## src/rtl/addsub_chunked.sv

```systemverilog
// Multi-cycle adder/subtractor: K result bits per clock, LSB chunk first, with
// optional signed saturation applied when the last chunk is written.
module addsub_chunked #(
  parameter int unsigned W = 8,
  parameter int unsigned K = 4
) (
  input  logic         clk,
  input  logic         rst,
  input  logic         start,
  input  logic [W-1:0] A,
  input  logic [W-1:0] B,
  input  logic         M,
  input  logic         SAT,
  output logic         ready,
  output logic         busy,
  output logic         done,
  output logic [W-1:0] S,
  output logic         C,
  output logic         V
);

  localparam int unsigned N    = W / K;
  localparam int unsigned CntW = (N > 1) ? $clog2(N) : 1;

  typedef enum logic [1:0] {StIdle, StRun, StDone} state_e;

  state_e         state_q, state_d;
  logic [CntW-1:0] cnt_q, cnt_d;
  logic           carry_q, carry_d;
  logic [W-1:0]   a_q, a_d, b_q, b_d, s_q, s_d;
  logic           m_q, m_d, sat_q, sat_d, c_q, c_d, v_q, v_d;

  logic [31:0]  shamt;
  logic [K-1:0] a_chunk, b_chunk;
  logic [K:0]   chunk_sum;
  logic [W-1:0] chunk_mask, s_merged, sat_val;
  logic         last_chunk, ovf, accept;

  always_comb begin
    shamt      = 32'(cnt_q) * K;
    a_chunk    = K'(a_q >> shamt);
    b_chunk    = K'(b_q >> shamt) ^ {K{m_q}};
    chunk_sum  = {1'b0, a_chunk} + {1'b0, b_chunk} + (K+1)'(carry_q);
    chunk_mask = W'({K{1'b1}}) << shamt;
    s_merged   = (s_q & ~chunk_mask) | (W'(chunk_sum[K-1:0]) << shamt);
    last_chunk = (cnt_q == CntW'(N - 1));
    // Operands of equal sign whose sum flips sign: same as carry-in ^ carry-out at the MSB.
    ovf        = (a_q[W-1] == (b_q[W-1] ^ m_q)) && (chunk_sum[K-1] != a_q[W-1]);
    sat_val    = a_q[W-1] ? (W'(1) << (W - 1)) : ~(W'(1) << (W - 1));
    accept     = start && (state_q != StRun);
  end

  always_comb begin
    state_d = state_q;
    cnt_d   = cnt_q;
    carry_d = carry_q;
    a_d     = a_q;
    b_d     = b_q;
    m_d     = m_q;
    sat_d   = sat_q;
    s_d     = s_q;
    c_d     = c_q;
    v_d     = v_q;

    unique case (state_q)
      StIdle: state_d = StIdle;
      StDone: state_d = StIdle;
      StRun: begin
        s_d     = s_merged;
        carry_d = chunk_sum[K];
        cnt_d   = cnt_q + 1'b1;
        if (last_chunk) begin
          c_d     = chunk_sum[K];
          v_d     = ovf;
          state_d = StDone;
          if (sat_q && ovf) s_d = sat_val;
        end
      end
      default: state_d = StIdle;
    endcase

    if (accept) begin
      a_d     = A;
      b_d     = B;
      m_d     = M;
      sat_d   = SAT;
      cnt_d   = '0;
      carry_d = M;
      state_d = StRun;
    end
  end

  always_ff @(posedge clk) begin
    if (rst) begin
      state_q <= StIdle;
      cnt_q   <= '0;
      carry_q <= 1'b0;
      a_q     <= '0;
      b_q     <= '0;
      m_q     <= 1'b0;
      sat_q   <= 1'b0;
      s_q     <= '0;
      c_q     <= 1'b0;
      v_q     <= 1'b0;
    end else begin
      state_q <= state_d;
      cnt_q   <= cnt_d;
      carry_q <= carry_d;
      a_q     <= a_d;
      b_q     <= b_d;
      m_q     <= m_d;
      sat_q   <= sat_d;
      s_q     <= s_d;
      c_q     <= c_d;
      v_q     <= v_d;
    end
  end

  assign ready = (state_q != StRun);
  assign busy  = (state_q == StRun);
  assign done  = (state_q == StDone);
  assign S     = s_q;
  assign C     = c_q;
  assign V     = v_q;

endmodule

```

## config.mk

```make
export PLATFORM = sky130hd
export DESIGN_NAME = addsub_chunked
export DESIGN_NICKNAME = d
export VERILOG_FILES = /design/src/rtl/addsub_chunked.sv
export SDC_FILE = /design/constraint.sdc
export NUM_CORES = 1
export LEC_CHECK = 0
export CORE_MARGIN = 5
export CORE_UTILIZATION = 50
export CTS_CLUSTER_DIAMETER = 80
export DETAILED_ROUTE_END_ITERATION = 12
export PLACE_DENSITY = 0.8
export SKIP_CTS_REPAIR_TIMING = 1
export SLEW_MARGIN = 20
export SYNTH_ARGS = -nofsm -noshare
export SYNTH_HDL_FRONTEND = slang
export SYNTH_SLANG_ARGS = --single-unit
```

## constraint.sdc

```tcl
create_clock -name clk -period 3.8 [get_ports clk]
set_input_delay 0.76 -clock clk [delete_from_list [all_inputs] [get_ports clk]]
set_output_delay 0.76 -clock clk [all_outputs]
set_load 0.05 [all_outputs]
```

==> impl_metrics.ini, run 1 <==
[status]
status = complete, no violations

[clock_network]
path_clk_slew_ps = 90
cts_sinks = 32
cts_buffers = 5
h-tree-depth = 2
cts_tree = built
cts_root_buf = clkbuf_4
clock_path_buffers = 2
clk_latency_ps = 330

[sta]
worst_pin_slew_ps = 714
slew-limit-headroom = 0.522
finalHoldViolations = 0
timing.setup.tns_ps = 0
drv_slew = 0
period_share = 0.758
setup_viol = 0
min_period_ps = 2880
max_freq_mhz = 347
finClkSkew_ps = 8.83
rsz0062_at_grt = false
fin_hold_ws_ps = 456

[logic_synthesis]
yosys_warnings = 0
async_flop_share = 0
yosysSeqAreaShare = 0.387
synth_most_common_cell = nand2_1
synthTopCellsByCount = nand2_1, dfxtp_1, a21oi_1
synth_cell_types = 44
synth_edf_count = 0
synthTopCellsByArea = dfxtp_1, nand2_1, a21oi_1, mux2i_1, fa_1
yosys.area.top_type = dfxtp_1
synthCells = 199
synthFlopType = dfxtp_1
synth-seq-cells = 32
syn-num-nets = 225
synth.avg_cell_area_sq_um = 8.31
synth_top_area_frac = 0.387
netlist_area_sq_mm = 0.00165

[critical_path]
timing.critical_path.fanout_max = 13
cp.buffers_inverters = 3
crit_path_end_kind = output port
worstSetupStartpointType = flip-flop
critPathKind = reg2out
cp.required_ps = 3040
cp.arrival_ps = 2120
cpPeakStageDelay_ps = 880
slowest_stage = clkdlybuf4s50_1
crit_family = buffers and inverters
worstPathCellList = nand2b_1 -> buf_4 -> inv_1 -> clkdlybuf4s50_1

[global_route]
grt_first_pass_wirelength_microns = 5280
grt_pass1_vias = 1201
grt_overflow = 0
antenna_found_initial = 0
track_usage = 0.152
grt_max_degree = 21

[floorplanning]
core_area_sq_mm = 0.00310
rows = 20
start_util = 0.533
die_y_microns = 67.5
ios = 34
die_w_microns = 67.5
dieArea_sq_mm = 0.00456

[route]
drtIter0Drc = 127
vias = 1410
routed_via_density = 5.24
drt_wl_total_microns = 3200
drc = 0
wire_per_inst_microns = 11.9
drt-pass1-iter-count = 4
final_antenna_net_count = 0

[placed_design]
gp_congestion = 0.839
place.port_buffers = 33
dpl.hpwl_microns = 2420

[layout]
drive_gt1_frac = 0.0889
fin_util = 0.651
syn2layout_area_growth_pct = 22.1
diodes = 0
nets = 253

[power_and_ir_drop]
ir_drop_uv = 245
p_leak_nw = 0.779
power-per-cell-area_mw_per_mm2 = 378

[min_path]
hp-class = reg2reg

[flow_run]
drv_cap = 0
-- sequential cells by signal (all words and copies together), names as in the netlist --
register / cells
C: 1
S: 8
V: 1
a_q: 8
b_q: 8
carry_q: 1
cnt_q: 1
m_q: 1
sat_q: 1
state_q: 2
-- metrics by stage --
stage	power [mW]	instances	cell area (sq um)	setup slack, ps
finish	0.764	269	2020	922
global route	0.806	269	2020	864
CTS	0.770	269	2020	933
detailed placement	0.608	264	1980	1080
global placement	0.606	264	1980	1150
floorplan	0.549	199	1650	1170
-- power breakdown --
group | internal, mW | switching [mW] | leakage, nW
clock network | 0.0617 | 0.103 | 0.0230
logic | 0.0969 | 0.125 | 0.493
registers | 0.358 | 0.0198 | 0.262
-- cell usage in the layout (no fill, tap or decap), drive strengths merged, types with 4 or more instances in the layout --
cell / Yosys / routed
clkbuf: 8 / 5
clkdlybuf4s50: 0 / 33
o21ai: 11 / 11
dfxtp: 32 / 32
a21oi: 26 / 26
inv: 7 / 7
nor2: 10 / 10
mux2i: 5 / 5
nand2: 42 / 42
xnor2: 4 / 4
-- path summary, 6_finish.rpt --
check                           cells after the start  slack [ps]                   to                     from
worst min-delay path                                2         460  b_q[5]$_SDFFE_PP0P_      b_q[5]$_SDFFE_PP0P_
worst max register to register                      7        1050    S[1]$_SDFFE_PP0P_       cnt_q$_SDFFE_PP0P_
worst min register to register                      2         460  b_q[5]$_SDFFE_PP0P_      b_q[5]$_SDFFE_PP0P_
worst max-delay path                                4         920                 busy  state_q[1]$_SDFFE_PP0P_
-- metal layers --
metal / wire length, microns / up-vias / track usage
met4: 46 / 0 / 0.0785
met1: 1480 / 623 / 0.198
met3: 210 / 7 / 0.0433
met2: 1470 / 49 / 0.227
li1: - / 731 / -
met5: 0 / - / 0
-- worst register-to-register path: cells and delay by family (launching register included) --
kind | cells | cell delay (ps)
simple gates | 2 | 670
mux | 1 | 350
compound gates | 2 | 330
flops | 1 | 680
fa+ha+maj | 1 | 330
buf+inv | 1 | 270
-- cell families after synthesis --
kind of cell	Yosys count	synth area share
xor gates and xnor gates	6	0.0431
muxes	8	0.0507
adders and majority gates	5	0.0469
and+or+nand+nor	72	0.207
buffers and inverters	22	0.0643
DFF	32	0.387
AOI/OAI and AO/OA	54	0.200
-- final cells by class --
type                       count  area (sq um)
clock buffer                   5          37.5
tap                           44          55.1
fill                         296          1080
timing repair buffer          36           353
sequential                    32           641
multi-input combinational    145           907
inverter                       7          26.3
(Power assumes the default switching activity.)
==> inputs of run 2 (changes only) <==
Clock period 3.8 ns to 3 ns, I/O delays scaled along.
==> run 2 against run 1 <==
Die area unchanged. Combinational power increased by 30%. Global-route usage increased by 1.5 points. Wire length increased by 8.1%. Utilization increased by 1.5 points. Sequential power increased by 27%. Critical path depth increased by 4.
==> impl_metrics.ini, run 2 (same netlist as run 1, synthesis figures left out) <==
[clock_network]
cts_tree = built
cts_buffers = 5
clock_path_buffers = 2
h-tree-depth = 2
clk_latency_ps = 340
cts_sinks = 32
path_clk_slew_ps = 100
cts_root_buf = clkbuf_4

[critical_path]
cpPeakStageDelay_ps = 580
slowest_stage = dfxtp_1
regToRegSetupSlack_ps = 370
cp.required_ps = 3180
timing.critical_path.fanout_max = 9
cp.arrival_ps = 2820
worstSetupStartpointType = flip-flop
worstPathCellList = mux2i_1 -> xnor2_1 -> ha_1 -> and3b_1 -> or3_4 -> and2_4 -> o311ai_1 -> a21oi_1
crit_path_end_kind = flip-flop
critPathKind = reg2reg

[layout]
fin_cells = 273
fin_util = 0.666
syn2layout_area_growth_pct = 24.9
layout_common_cells = nand2_1, clkdlybuf4s50_1, dfxtp_1, a21oi_1, nor2_1
register_area_sq_um = 641
drive_gt1_frac = 0.100
diodes = 0
multiInputGateArea_sq_um = 907
fillCellCount = 295
fin_area_sq_mm = 0.00207
final_common_cell = nand2_1
nets = 254

[floorplanning]
core_area_sq_mm = 0.00310
die_w_microns = 67.5
rows = 20
ios = 34
dieArea_sq_mm = 0.00456
die_y_microns = 67.5
start_util = 0.533

[route]
routed_via_density = 5.21
drt-pass1-iter-count = 4
drt_wl_total_microns = 3460
final_antenna_net_count = 0
drtIter0Drc = 117
drc = 0
wire_per_inst_microns = 12.7
vias = 1423

[placed_design]
placed_area_sq_mm = 0.00199
place.port_buffers = 33
gp_congestion = 0.825
dpl_worst_slack_ps = 373
dpl.hpwl_microns = 2630
dp.cells = 265

[flow_run]
drv_cap = 0

[power_and_ir_drop]
p_leak_nw = 0.803
fin_total_pwr_mw = 1.09
clkPwrFrac = 0.294
p_sw_uw = 333
power-per-cell-area_mw_per_mm2 = 526
seqPwrFrac = 0.441
combPwrFrac = 0.265
power.share.switching = 0.307
ir_drop_uv = 337
internal_power_uw = 753

[global_route]
track_usage = 0.167
grt_max_degree = 20
antenna_found_initial = 0
grt_pass1_vias = 1287
grt_first_pass_wirelength_microns = 5660
grt_overflow = 0

[status]
status = complete, no violations

[sta]
rsz0062_at_grt = false
period_share = 0.877
setup_viol = 0
finClkSkew_ps = 12.9
slew-limit-headroom = 0.546
timing.setup.tns_ps = 0
worst_pin_slew_ps = 679
drv_slew = 0
min_period_ps = 2630
finalHoldViolations = 0
layout_setup_ws_ps = 368
max_freq_mhz = 380
fin_hold_ws_ps = 457

[min_path]
hp-class = reg2reg
-- run 2: cell types whose count changed in the layout (fill, tap and decap cells not counted) --
cell and change:
buf_4 +1, bufinv_16 +1, clkbuf_1 +1, clkinv_2 +1
-- run 2: path summary, 6_finish.rpt --
check	start	end	cells past startpoint
hold reg to reg	a_q[2]$_SDFFE_PP0P_	a_q[2]$_SDFFE_PP0P_	2
setup / recovery	cnt_q$_SDFFE_PP0P_	S[2]$_SDFFE_PP0P_	8
hold / removal	a_q[2]$_SDFFE_PP0P_	a_q[2]$_SDFFE_PP0P_	2
setup reg to reg	cnt_q$_SDFFE_PP0P_	S[2]$_SDFFE_PP0P_	8
-- run 2: layout make-up --
cell class / count / share of cell area
Sequential cell: 32 / 0.310
Multi-Input combinational cell: 145 / 0.439
Clock buffer: 6 / 0.0200
Tap cell: 44 / 0.0267
Timing Repair Buffer: 37 / 0.174
Inverter: 7 / 0.0127
Clock inverter: 2 / 0.0170
-- run 2: worst max-delay path: cells and delay by family (launching register included) --
family | cells | cell delay (ps)
flops | 1 | 580
simple gates | 3 | 760
compound gates | 2 | 360
xor+xnor | 1 | 220
mux | 1 | 260
fa+ha+maj | 1 | 290
-- run 2: layer usage --
| metal | up-vias | GRT usage | wire length [microns] |
|---|---|---|---|
| met3 | 7 | 0.0399 | 185 |
| met2 | 35 | 0.275 | 1640 |
| li1 | 737 | - | - |
| met4 | 0 | 0.0835 | 76 |
| met1 | 644 | 0.201 | 1550 |
| met5 | - | 0 | 0 |
-- run 2: power groups by stage --
| stage | sequential, mW | clock (mW) | combinational (mW) |
|---|---|---|---|
| 6_report | 0.479 | 0.319 | 0.288 |
| 5_1_grt | 0.483 | 0.343 | 0.315 |
| 4_1_cts | 0.479 | 0.326 | 0.289 |
| 3_5_place_dp | 0.489 | 0 | 0.288 |
| 3_3_place_gp | 0.487 | 0 | 0.281 |
| 2_1_floorplan | 0.513 | 0 | 0.183 |
